==> src/rtl/uart_pkg.sv <==
// Shared UART definitions used by both the receiver and the transmitter.
//   - uart_state_e : frame FSM states
//   - START_BIT / STOP_BIT : line levels of the framing bits
//   - PAR_EVEN / PAR_ODD   : PAR_TYP encoding
//   - PRESCALE_*           : legal oversampling ratios
//   - prescale_norm()      : maps any Prescale value onto a legal ratio
package uart_pkg;

  typedef enum logic [2:0] {
    IDLE   = 3'd0,
    START  = 3'd1,
    DATA   = 3'd2,
    PARITY = 3'd3,
    STOP   = 3'd4
  } uart_state_e;

  localparam logic START_BIT = 1'b0;
  localparam logic STOP_BIT  = 1'b1;

  localparam logic PAR_EVEN  = 1'b0;
  localparam logic PAR_ODD   = 1'b1;

  localparam logic [5:0] PRESCALE_8  = 6'd8;
  localparam logic [5:0] PRESCALE_16 = 6'd16;
  localparam logic [5:0] PRESCALE_32 = 6'd32;

  // Anything other than 16 or 32 falls back to 8.
  function automatic logic [5:0] prescale_norm(input logic [5:0] p);
    case (p)
      PRESCALE_16: return PRESCALE_16;
      PRESCALE_32: return PRESCALE_32;
      default:     return PRESCALE_8;
    endcase
  endfunction

endpackage

==> src/rtl/uart_rx_if.sv <==
// Line-side and host-side signals of the UART receiver.
//   slave  : the receiver (consumes line + config, produces byte + flags)
//   master : whoever drives the line and reads the byte
interface uart_rx_if #(
  parameter int DATA_WIDTH = 8
) ();
  logic                  RX_IN;
  logic [5:0]            Prescale;
  logic                  PAR_EN;
  logic                  PAR_TYP;
  logic [DATA_WIDTH-1:0] P_DATA;
  logic                  Data_Valid;
  logic                  Par_Err;
  logic                  Stp_Err;

  modport slave (
    input  RX_IN, Prescale, PAR_EN, PAR_TYP,
    output P_DATA, Data_Valid, Par_Err, Stp_Err
  );

  modport master (
    output RX_IN, Prescale, PAR_EN, PAR_TYP,
    input  P_DATA, Data_Valid, Par_Err, Stp_Err
  );
endinterface

==> src/rtl/uart_rx_sampler.sv <==
// Three-point mid-bit sampler with 2-of-3 majority vote.
//   CLK, RST   : clock, async active-low reset
//   rx_in      : serial line
//   edge_cnt   : position inside the current bit (0..P-1)
//   prescale   : latched oversampling ratio P
//   maj        : majority of the samples taken at P/2-1, P/2, P/2+1;
//                meaningful from edge_cnt P/2+2 until the next bit's samples
module uart_rx_sampler (
  input  logic       CLK,
  input  logic       RST,
  input  logic       rx_in,
  input  logic [5:0] edge_cnt,
  input  logic [5:0] prescale,
  output logic       maj
);

  logic [2:0] smp_q, smp_d;
  logic [5:0] mid;

  assign mid = {1'b0, prescale[5:1]};

  always_comb begin
    smp_d = smp_q;
    if (edge_cnt == mid - 6'd1) smp_d[0] = rx_in;
    if (edge_cnt == mid)        smp_d[1] = rx_in;
    if (edge_cnt == mid + 6'd1) smp_d[2] = rx_in;
  end

  always_ff @(posedge CLK or negedge RST) begin
    if (!RST) smp_q <= 3'b111;
    else      smp_q <= smp_d;
  end

  assign maj = (smp_q[0] & smp_q[1]) | (smp_q[0] & smp_q[2]) | (smp_q[1] & smp_q[2]);

endmodule

==> src/rtl/uart_rx.sv <==
// UART receiver: start detect, oversampled bit timing, LSB-first
// deserialization, parity and stop checks.
//   CLK, RST : oversampling clock, async active-low reset
//   bus      : uart_rx_if slave
//              in : RX_IN, Prescale, PAR_EN, PAR_TYP
//              out: P_DATA, Data_Valid (1-cycle pulse), Par_Err, Stp_Err
module uart_rx
  import uart_pkg::*;
#(
  parameter int DATA_WIDTH = 8
) (
  input  logic     CLK,
  input  logic     RST,
  uart_rx_if.slave bus
);

  localparam logic [2:0] LAST_BIT = 3'(DATA_WIDTH - 1);

  uart_state_e           state_q, state_d;
  logic [5:0]            edge_cnt_q, edge_cnt_d;
  logic [2:0]            bit_cnt_q, bit_cnt_d;
  logic [DATA_WIDTH-1:0] shift_q, shift_d;
  logic [5:0]            presc_q, presc_d;
  logic                  par_en_q, par_en_d;
  logic                  par_typ_q, par_typ_d;
  logic [DATA_WIDTH-1:0] p_data_q, p_data_d;
  logic                  dv_q, dv_d;
  logic                  par_err_q, par_err_d;
  logic                  stp_err_q, stp_err_d;

  logic maj;
  logic edge_last;
  logic par_exp;

  uart_rx_sampler u_sampler (
    .CLK      (CLK),
    .RST      (RST),
    .rx_in    (bus.RX_IN),
    .edge_cnt (edge_cnt_q),
    .prescale (presc_q),
    .maj      (maj)
  );

  assign edge_last = (edge_cnt_q == presc_q - 6'd1);
  assign par_exp   = (par_typ_q == PAR_EVEN) ? ^shift_q : ~^shift_q;

  always_comb begin
    state_d    = state_q;
    edge_cnt_d = edge_last ? 6'd0 : edge_cnt_q + 6'd1;
    bit_cnt_d  = bit_cnt_q;
    shift_d    = shift_q;
    presc_d    = presc_q;
    par_en_d   = par_en_q;
    par_typ_d  = par_typ_q;
    p_data_d   = p_data_q;
    dv_d       = 1'b0;
    par_err_d  = par_err_q;
    stp_err_d  = stp_err_q;

    case (state_q)
      IDLE: begin
        edge_cnt_d = 6'd0;
        bit_cnt_d  = 3'd0;
        if (bus.RX_IN == START_BIT) begin
          // The detecting edge is edge 0 of the start bit, so continue at 1.
          state_d    = START;
          edge_cnt_d = 6'd1;
          presc_d    = prescale_norm(bus.Prescale);
          par_en_d   = bus.PAR_EN;
          par_typ_d  = bus.PAR_TYP;
          par_err_d  = 1'b0;
          stp_err_d  = 1'b0;
        end
      end
      START: begin
        if (edge_last) state_d = (maj == START_BIT) ? DATA : IDLE;
      end
      DATA: begin
        if (edge_last) begin
          shift_d   = {maj, shift_q[DATA_WIDTH-1:1]};
          bit_cnt_d = bit_cnt_q + 3'd1;
          if (bit_cnt_q == LAST_BIT) state_d = par_en_q ? PARITY : STOP;
        end
      end
      PARITY: begin
        if (edge_last) begin
          if (maj != par_exp) par_err_d = 1'b1;
          state_d = STOP;
        end
      end
      STOP: begin
        if (edge_last) begin
          if (maj != STOP_BIT) stp_err_d = 1'b1;
          if (!par_err_q && maj == STOP_BIT) begin
            p_data_d = shift_q;
            dv_d     = 1'b1;
          end
          state_d = IDLE;
        end
      end
      default: begin
        state_d    = IDLE;
        edge_cnt_d = 6'd0;
      end
    endcase
  end

  always_ff @(posedge CLK or negedge RST) begin
    if (!RST) begin
      state_q    <= IDLE;
      edge_cnt_q <= 6'd0;
      bit_cnt_q  <= 3'd0;
      shift_q    <= '0;
      presc_q    <= PRESCALE_8;
      par_en_q   <= 1'b0;
      par_typ_q  <= PAR_EVEN;
      p_data_q   <= '0;
      dv_q       <= 1'b0;
      par_err_q  <= 1'b0;
      stp_err_q  <= 1'b0;
    end else begin
      state_q    <= state_d;
      edge_cnt_q <= edge_cnt_d;
      bit_cnt_q  <= bit_cnt_d;
      shift_q    <= shift_d;
      presc_q    <= presc_d;
      par_en_q   <= par_en_d;
      par_typ_q  <= par_typ_d;
      p_data_q   <= p_data_d;
      dv_q       <= dv_d;
      par_err_q  <= par_err_d;
      stp_err_q  <= stp_err_d;
    end
  end

  assign bus.P_DATA     = p_data_q;
  assign bus.Data_Valid = dv_q;
  assign bus.Par_Err    = par_err_q;
  assign bus.Stp_Err    = stp_err_q;

endmodule

==> src/flat_wrapper.sv <==
// flat-port wrapper written by rule: the top's interface ports become plain ports
module uart_rx_flat import uart_pkg::*;
#(
  parameter int DATA_WIDTH = 8
)
  (CLK, RST, bus_RX_IN, bus_Prescale, bus_PAR_EN, bus_PAR_TYP, bus_P_DATA, bus_Data_Valid, bus_Par_Err, bus_Stp_Err);
  uart_rx_if #(.DATA_WIDTH(DATA_WIDTH)) bus_i ();
  input  logic CLK;
  input  logic RST;
  input wire logic [$bits(bus_i.RX_IN)-1:0] bus_RX_IN;
  input wire logic [$bits(bus_i.Prescale)-1:0] bus_Prescale;
  input wire logic [$bits(bus_i.PAR_EN)-1:0] bus_PAR_EN;
  input wire logic [$bits(bus_i.PAR_TYP)-1:0] bus_PAR_TYP;
  output wire logic [$bits(bus_i.P_DATA)-1:0] bus_P_DATA;
  output wire logic [$bits(bus_i.Data_Valid)-1:0] bus_Data_Valid;
  output wire logic [$bits(bus_i.Par_Err)-1:0] bus_Par_Err;
  output wire logic [$bits(bus_i.Stp_Err)-1:0] bus_Stp_Err;
  assign bus_i.RX_IN = bus_RX_IN;
  assign bus_i.Prescale = bus_Prescale;
  assign bus_i.PAR_EN = bus_PAR_EN;
  assign bus_i.PAR_TYP = bus_PAR_TYP;
  assign bus_P_DATA = bus_i.P_DATA;
  assign bus_Data_Valid = bus_i.Data_Valid;
  assign bus_Par_Err = bus_i.Par_Err;
  assign bus_Stp_Err = bus_i.Stp_Err;
  uart_rx #(.DATA_WIDTH(DATA_WIDTH)) u_core (.CLK(CLK), .RST(RST), .bus(bus_i));
endmodule
==> config.mk <==
export PLATFORM = sky130hd
export DESIGN_NAME = uart_rx_flat
export DESIGN_NICKNAME = d
export VERILOG_FILES = /design/src/rtl/uart_pkg.sv /design/src/rtl/uart_rx_if.sv /design/src/rtl/uart_rx_sampler.sv /design/src/rtl/uart_rx.sv /design/src/flat_wrapper.sv
export SDC_FILE = /design/constraint.sdc
export NUM_CORES = 1
export LEC_CHECK = 0
export CAP_MARGIN = 5
export CORE_MARGIN = 2
export CORE_UTILIZATION = 55
export CTS_CLUSTER_SIZE = 14
export DETAILED_ROUTE_END_ITERATION = 10
export PLACE_DENSITY = 0.78
export SLEW_MARGIN = 0
export SYNTH_ARGS = -nofsm -noshare
export SYNTH_HDL_FRONTEND = slang
export SYNTH_HIERARCHICAL = 1
export SYNTH_SLANG_ARGS = --single-unit
export TNS_END_PERCENT = 1
==> constraint.sdc <==
create_clock -name CLK -period 4.3 [get_ports CLK]
set_input_delay 0.43 -clock CLK [delete_from_list [all_inputs] [get_ports CLK]]
set_output_delay 0.43 -clock CLK [all_outputs]
set_load 0.1 [all_outputs]
==> reports/results.txt, run 1 <==
Critical Path RT: 4.48 ns
Avg Cell Area, Syn: 11.1 um^2
Initial antenna violation count: 0
Sequential power share: 49.1%
Cells after Synth: 192
Post-CTS sizing: 0
CP top delay family: simple AND/OR/NAND/NOR gates
Slew headroom: 35.0%
Post-CTS Setup Bufs: 0
Routed length per placed instance: 15.2 um
Die Y: 66.3 um
Gp weighted congestion: 0.799
Final Slew Violations: 0
Post-synthesis sequential area ratio: 45.9%
Hold Crit Class: in -> async
Clock network power share: 24.6%
Detail Route Antenna Nets: 0
Vias/cell: 5.60
Most frequent cells in the layout: dfrtp_1 (35), clkdlybuf4s50_1 (20), mux2_2 (20)
Vias in the first global route: 1565
Async S/R FF share, synth: 100%
Maximum vdd drop: 0.272 mV
IO Count: 22
First-pass GRT wire length: 7.02 mm
Tot GR Track Use: 21.4%
Drt total wl: 4.22 mm
Tcrit/Tclk final: 59.8%
Pwr/cell area: 382 mW/mm^2
Yosys warns: 6
Sw Ratio: 32.6%
Die Footprint: 0.00440 mm^2
Clock Latency Late Sink: 0.29 ns
Area of the core: 0.00369 mm^2
Largest net degree at the start of global routing: 40
# rows: 22
P_sw: 0.000312 W
Cell variety after synth: 47
Worst-margin pin slew: 0.972 ns
Drt drc: 0
Synth Cell Area: 0.00214 mm^2
Hpwl dp: 3.07 mm
WS Path Type: reg -> reg
Post-layout power: 0.000959 W
Hold_buf cts: 0
Status: finished, final reports clean
WP data arrival: 2.75 ns
Comb pwr share: 26.3%
Synthesis-to-layout area growth: 17.4%
Port Buffers: 21
Max cap viols: 0
Initial DRT Pass Iterations: 4
Final-report setup violation count: 0
Crit-path cells: inv_1 -> ha_1 -> xor2_1 -> nand4_2 -> nor4_4 -> mux2_2
RSZ-0062 raised after global routing: false
Slowest CP cell: dfstp_2
Die span in x: 66.3 um
Worst Path Max Fanout: 14
Seq cells post-synth: 39
CP max stage delay: 0.69 ns
Highest Clock Rate: 389 MHz
Total CTS buffers: 5
Clk slew on worst S/H paths: 0.07 ns
Clock Skew: 0.00603 ns
Buf+Inv Stages, Crit Path: 1
Clock sink total: 39
P_leak: 1.15 nW
Final hold violations: 0
Commonest non-fill, non-tap cell in the layout: dfrtp_1
Top FF cell, synth: dfrtp_1
H-tree Lvls: 2
Initial core utilization: 57.9%
Gr ovfl total: 0
EDFF count, synth: 0
Clock root buffer master: clkbuf_8
Startpoint types: flip-flop
Maximum clock path buffer count: 2
Setup TNS: 0 ns
Crit end category: flip-flop
Internal Power: 0.000646 W
Share of cells above drive strength 1: 17.8%
Diode count: 0
Tmin final: 2.57 ns
Net count, final: 246
1st-iter DRT viols: 46
TritonCTS clock tree: yes
Vias: 1557
power by group through the flow:
| stage | registers, W | clock network, W | logic, W |
|---|---|---|---|
| after floorplan | 0.000457 | 0 | 0.000198 |
| after global placement | 0.000474 | 0 | 0.000236 |
| after detailed placement | 0.000478 | 0 | 0.000248 |
| after CTS | 0.000471 | 0.000240 | 0.000250 |
| after global routing | 0.000478 | 0.000256 | 0.000276 |
| final | 0.000471 | 0.000235 | 0.000252 |
kinds of logic after synthesis:
| logic type | Yosys count | synth area share [%] |
|---|---|---|
| buffers and inverters | 11 | 2.34 |
| AOI/OAI and AO/OA | 21 | 6.50 |
| adders and majority gates | 7 | 3.98 |
| xor gates and xnor gates | 27 | 12.4 |
| other | 1 | 0.175 |
| muxes | 21 | 11.2 |
| DFF | 39 | 45.9 |
| and+or+nand+nor | 65 | 17.5 |
metal layers:
metal  GRT usage [%]  vias to the layer above  share of wire, %
met4            7.91                        0               1.8
li1                -                      734                 -
met3            4.60                        6               2.8
met1            23.7                      788                41
met2            39.6                       29                54
met5               0                        -                 0
synth_stat cells (2+ instances only):
| cell | number | area [um^2] |
|---|---|---|
| a21oi_1 | 3 | 15.0 |
| a31oi_1 | 2 | 12.5 |
| and2_1 | 3 | 18.8 |
| and3_1 | 3 | 18.8 |
| clkbuf_1 | 2 | 7.51 |
| dfrtp_1 | 35 | 876 |
| dfstp_2 | 4 | 105 |
| ha_1 | 6 | 75.1 |
| inv_1 | 7 | 26.3 |
| mux2_2 | 20 | 225 |
| nand2_1 | 15 | 56.3 |
| nand2b_1 | 2 | 12.5 |
| nand3_1 | 5 | 25.0 |
| nand4_1 | 3 | 18.8 |
| nand4b_1 | 3 | 26.3 |
| nor2_1 | 13 | 48.8 |
| nor3_1 | 4 | 20.0 |
| o211ai_1 | 3 | 22.5 |
| o21ai_0 | 7 | 35.0 |
| xnor2_1 | 14 | 123 |
| xnor3_1 | 2 | 45.0 |
| xor2_1 | 11 | 96.3 |
registers in the layout (all words and copies together), names as in the netlist:
| register | flops |
|---|---|
| u_core/bus.Stp_Err | 1 |
| u_core/bus.P_DATA | 8 |
| u_core/bus.Data_Valid | 1 |
| u_core/par_en_q | 1 |
| u_core/bus.Par_Err | 1 |
| u_core/u_sampler/smp_q | 3 |
| u_core/presc_q | 3 |
| u_core/par_typ_q | 1 |
| u_core/shift_q | 8 |
| u_core/bit_cnt_q | 3 |
| u_core/state_q | 3 |
| u_core/edge_cnt_q | 6 |
worst paths after layout:
path | from | endpoint | slack [ns] | cells after the start
worst max-delay path | u_core/presc_q[3] | u_core/bus.P_DATA[3] | 1.73 | 6
worst min-delay path | RST | u_core/edge_cnt_q[3] | 0.24 | 1
worst max register to register | u_core/presc_q[3] | u_core/bus.P_DATA[3] | 1.73 | 6
worst min register to register | u_core/bus.P_DATA[1] | u_core/bus.P_DATA[1] | 0.51 | 1
max in group asynchronous | RST | u_core/bus.P_DATA[7] | 3.53 | 1
min in group CLK | u_core/bus.P_DATA[1] | u_core/bus.P_DATA[1] | 0.51 | 1
layout make-up:
cell class	instances	area [um^2]
Inverter	7	26.3
Timing Repair Buffer	21	205
Fill cell	299	1180
Clock inverter	1	5.00
Clock buffer	7	76.3
Sequential cell	39	981
Tap cell	48	60.1
Multi-Input combinational cell	155	1150
per-stage QoR:
| stage | utilization (%) | hold WS [ns] | worst slack [ns] | area [um^2] | instances |
|---|---|---|---|---|---|
| after global placement | 65.8 | 0.487 | 1.85 | 2430 | 270 |
| after CTS | 68.0 | 0.270 | 1.72 | 2510 | 278 |
| final | 68.0 | 0.240 | 1.73 | 2510 | 278 |
| after global routing | 68.0 | 0.293 | 1.58 | 2510 | 278 |
| after floorplan | - | 0.134 | 2.14 | 2190 | 205 |
| after detailed placement | 65.8 | 0.498 | 1.75 | 2430 | 270 |
No activity file was read; power rests on OpenSTA's default activity.
==> inputs of run 2 (changes only) <==
--- a/config.mk
+++ b/config.mk
@@ -7,10 +7,10 @@
 export LEC_CHECK = 0
 export CAP_MARGIN = 5
 export CORE_MARGIN = 2
-export CORE_UTILIZATION = 55
+export CORE_UTILIZATION = 51
 export CTS_CLUSTER_SIZE = 14
 export DETAILED_ROUTE_END_ITERATION = 10
-export PLACE_DENSITY = 0.78
+export PLACE_DENSITY = 0.76
 export SLEW_MARGIN = 0
 export SYNTH_ARGS = -nofsm -noshare
 export SYNTH_HDL_FRONTEND = slang
==> constraint.sdc (replaced) <==
create_clock -name CLK -period 2.1 [get_ports CLK]
set_input_delay 0.21 -clock CLK [delete_from_list [all_inputs] [get_ports CLK]]
set_output_delay 0.21 -clock CLK [all_outputs]
set_load 0.1 [all_outputs]
==> reports/results.txt, run 2 (synthesis gave the netlist of run 1 again) <==
Status: finished, final reports clean (unchanged)
Setup TNS: 0 ns (unchanged)
Hpwl dp: 2.83 mm (was 3.07 mm)
Post-CTS Setup Bufs: 0 (unchanged)
Final Slew Violations: 0 (unchanged)
R2r endpoint: u_core/bit_cnt_q[0] (was u_core/bus.P_DATA[3])
WS Path Type: reg -> reg (unchanged)
Hold_buf cts: 0 (unchanged)
Total CTS buffers: 5 (unchanged)
Die Y: 68.7 um (was 66.3 um)
Tot GR Track Use: 19.6% (was 21.4%)
Diode count: 0 (unchanged)
R2r worst-path depth: 6 (unchanged)
Final-report setup violation count: 0 (unchanged)
Net count, final: 260 (was 246)
# rows: 23 (was 22)
TritonCTS clock tree: yes (unchanged)
Most frequent cells in the layout: dfrtp_1 (35), buf_4 (24), mux2_2 (20) (was dfrtp_1 (35), clkdlybuf4s50_1 (20), mux2_2 (20))
Routed length per placed instance: 13.6 um (was 15.2 um)
Worst-margin pin slew: 0.864 ns (was 0.972 ns)
Synthesis-to-layout area growth: 23.5% (was 17.4%)
Commonest non-fill, non-tap cell in the layout: dfrtp_1 (unchanged)
Reg2reg start: u_core/presc_q[3] (unchanged)
Area of the core: 0.00403 mm^2 (was 0.00369 mm^2)
IO Count: 22 (unchanged)
Post-layout power: 0.00218 W (was 0.000959 W)
Worst Path Max Fanout: 4 (was 14)
Max cap viols: 0 (unchanged)
Initial DRT Pass Iterations: 4 (unchanged)
Vias: 1532 (was 1557)
Final hold violations: 0 (unchanged)
R2r setup slk: 0.09 ns (was 1.73 ns)
Initial antenna violation count: 0 (unchanged)
Tmin final: 2.01 ns (was 2.57 ns)
RSZ-0062 raised after global routing: true (was false)
WP data arrival: 2.20 ns (was 2.75 ns)
Hold Crit Class: in -> async (unchanged)
Die Footprint: 0.00472 mm^2 (was 0.00440 mm^2)
Multi-input gate area: 0.00117 mm^2 (was 0.00115 mm^2)
Tcrit/Tclk final: 95.9% (was 59.8%)
Crit end category: flip-flop (unchanged)
Critical Path RT: 2.28 ns (was 4.48 ns)
Initial core utilization: 53.0% (was 57.9%)
Maximum clock path buffer count: 2 (unchanged)
Gp weighted congestion: 0.815 (was 0.799)
Clock Skew: 0.00719 ns (was 0.00603 ns)
Pwr/cell area: 825 mW/mm^2 (was 382 mW/mm^2)
Clk slew on worst S/H paths: 0.08 ns (was 0.07 ns)
Die span in x: 68.7 um (was 66.3 um)
Drt drc: 0 (unchanged)
Port Buffers: 21 (unchanged)
Clock Latency Late Sink: 0.30 ns (was 0.29 ns)
Filler Cell Count: 333 (was 299)
Startpoint types: flip-flop (unchanged)
Gr ovfl total: 0 (unchanged)
H-tree Lvls: 2 (unchanged)
P_leak: 1.26 nW (was 1.15 nW)
Share of cells above drive strength 1: 28.3% (was 17.8%)
Vias/cell: 5.21 (was 5.60)
Clock sink total: 39 (unchanged)
Slew headroom: 42.4% (was 35.0%)
Maximum vdd drop: 0.733 mV (was 0.272 mV)
Seq. cell area: 981 um^2 (unchanged)
Detail Route Antenna Nets: 0 (unchanged)
Drt total wl: 3.98 mm (was 4.22 mm)
First-pass GRT wire length: 6.71 mm (was 7.02 mm)
1st-iter DRT viols: 39 (was 46)
Highest Clock Rate: 496 MHz (was 389 MHz)
Clock root buffer master: clkbuf_8 (unchanged)
Largest net degree at the start of global routing: 40 (unchanged)
Vias in the first global route: 1438 (was 1565)
==> run 2: cell types whose count changed in the layout (fill, tap and decap cells not counted), sizes merged <==
| cell | previous run | this run |
|---|---|---|
| clkdlybuf4s50 | 20 | 9 |
| bufinv | 0 | 1 |
| clkbuf | 7 | 5 |
| clkinv | 1 | 2 |
| buf | 1 | 26 |
==> run 2: metrics by stage <==
stage	hold slack, ns	area (um^2)	setup slack (ns)	utilization (%)	instances
final	0.0250	2640	0.0852	65.5	294
after global routing	0.0949	2640	-0.0158	65.5	294
after CTS	0.0372	2620	0.0395	65.0	294
after detailed placement	0.366	2510	0.0660	62.2	286
after global placement	0.360	2510	0.0909	62.2	286
after floorplan	-0.0856	2190	0.0118	-	205
==> run 2: timing repair <==
action                     4_1_cts  5_1_grt
setup endpoints to repair        0       17
hold endpoints to repair         0        0
gates resized for setup          0        3
==> run 2: where the power goes <==
| group | leakage (nW) | total, W | switching [W] | internal, W |
|---|---|---|---|---|
| combinational | 0.677 | 0.000633 | 0.000329 | 0.000304 |
| sequential | 0.523 | 0.000920 | 0.0000662 | 0.000853 |
| clock | 0.0581 | 0.000624 | 0.000270 | 0.000354 |
| total | 1.26 | 0.00218 | 0.000666 | 0.00151 |
==> run 2: metal layers <==
metal / part of all wire, % / up-vias / GRT usage (%)
met4: 2.2 / 0 / 9.31
li1: - / 767 / -
met3: 2.5 / 8 / 4.38
met5: 0 / - / 0
met2: 47 / 18 / 29.8
met1: 48 / 739 / 26.5
==> run 2: worst max path at each step <==
stage | start | endpoint | slack, ns | cells past startpoint
3_3_place_gp | u_core/presc_q[3] | u_core/bus.P_DATA[3] | 0.09 | 7
6_report | u_core/presc_q[3] | u_core/bit_cnt_q[0] | 0.09 | 6
3_5_place_dp | u_core/presc_q[3] | u_core/bus.P_DATA[3] | 0.07 | 7
5_1_grt | u_core/presc_q[3] | u_core/bit_cnt_q[0] | -0.02 | 6
2_1_floorplan | u_core/presc_q[3] | u_core/bus.P_DATA[0] | 0.01 | 6
4_1_cts | u_core/presc_q[3] | u_core/shift_q[6] | 0.04 | 6
==> run 2: area by class of cell <==
| cell class | count | area share, % |
|---|---|---|
| multi-input cells | 155 | 44.3 |
| flip-flops and latches | 39 | 37.2 |
| repair buffers | 35 | 10.9 |
| clock buffers | 5 | 2.61 |
| well taps | 50 | 2.37 |
| clock inverters | 3 | 1.66 |
| inverters | 7 | 0.996 |
==> run 2: critical path: stages (launching register included) <==
cell	delay, ns
dfstp_2	0.53
inv_1	0.04
ha_1	0.32
xor2_2	0.17
and4_1	0.31
mux2_2	0.36
a22o_1	0.18
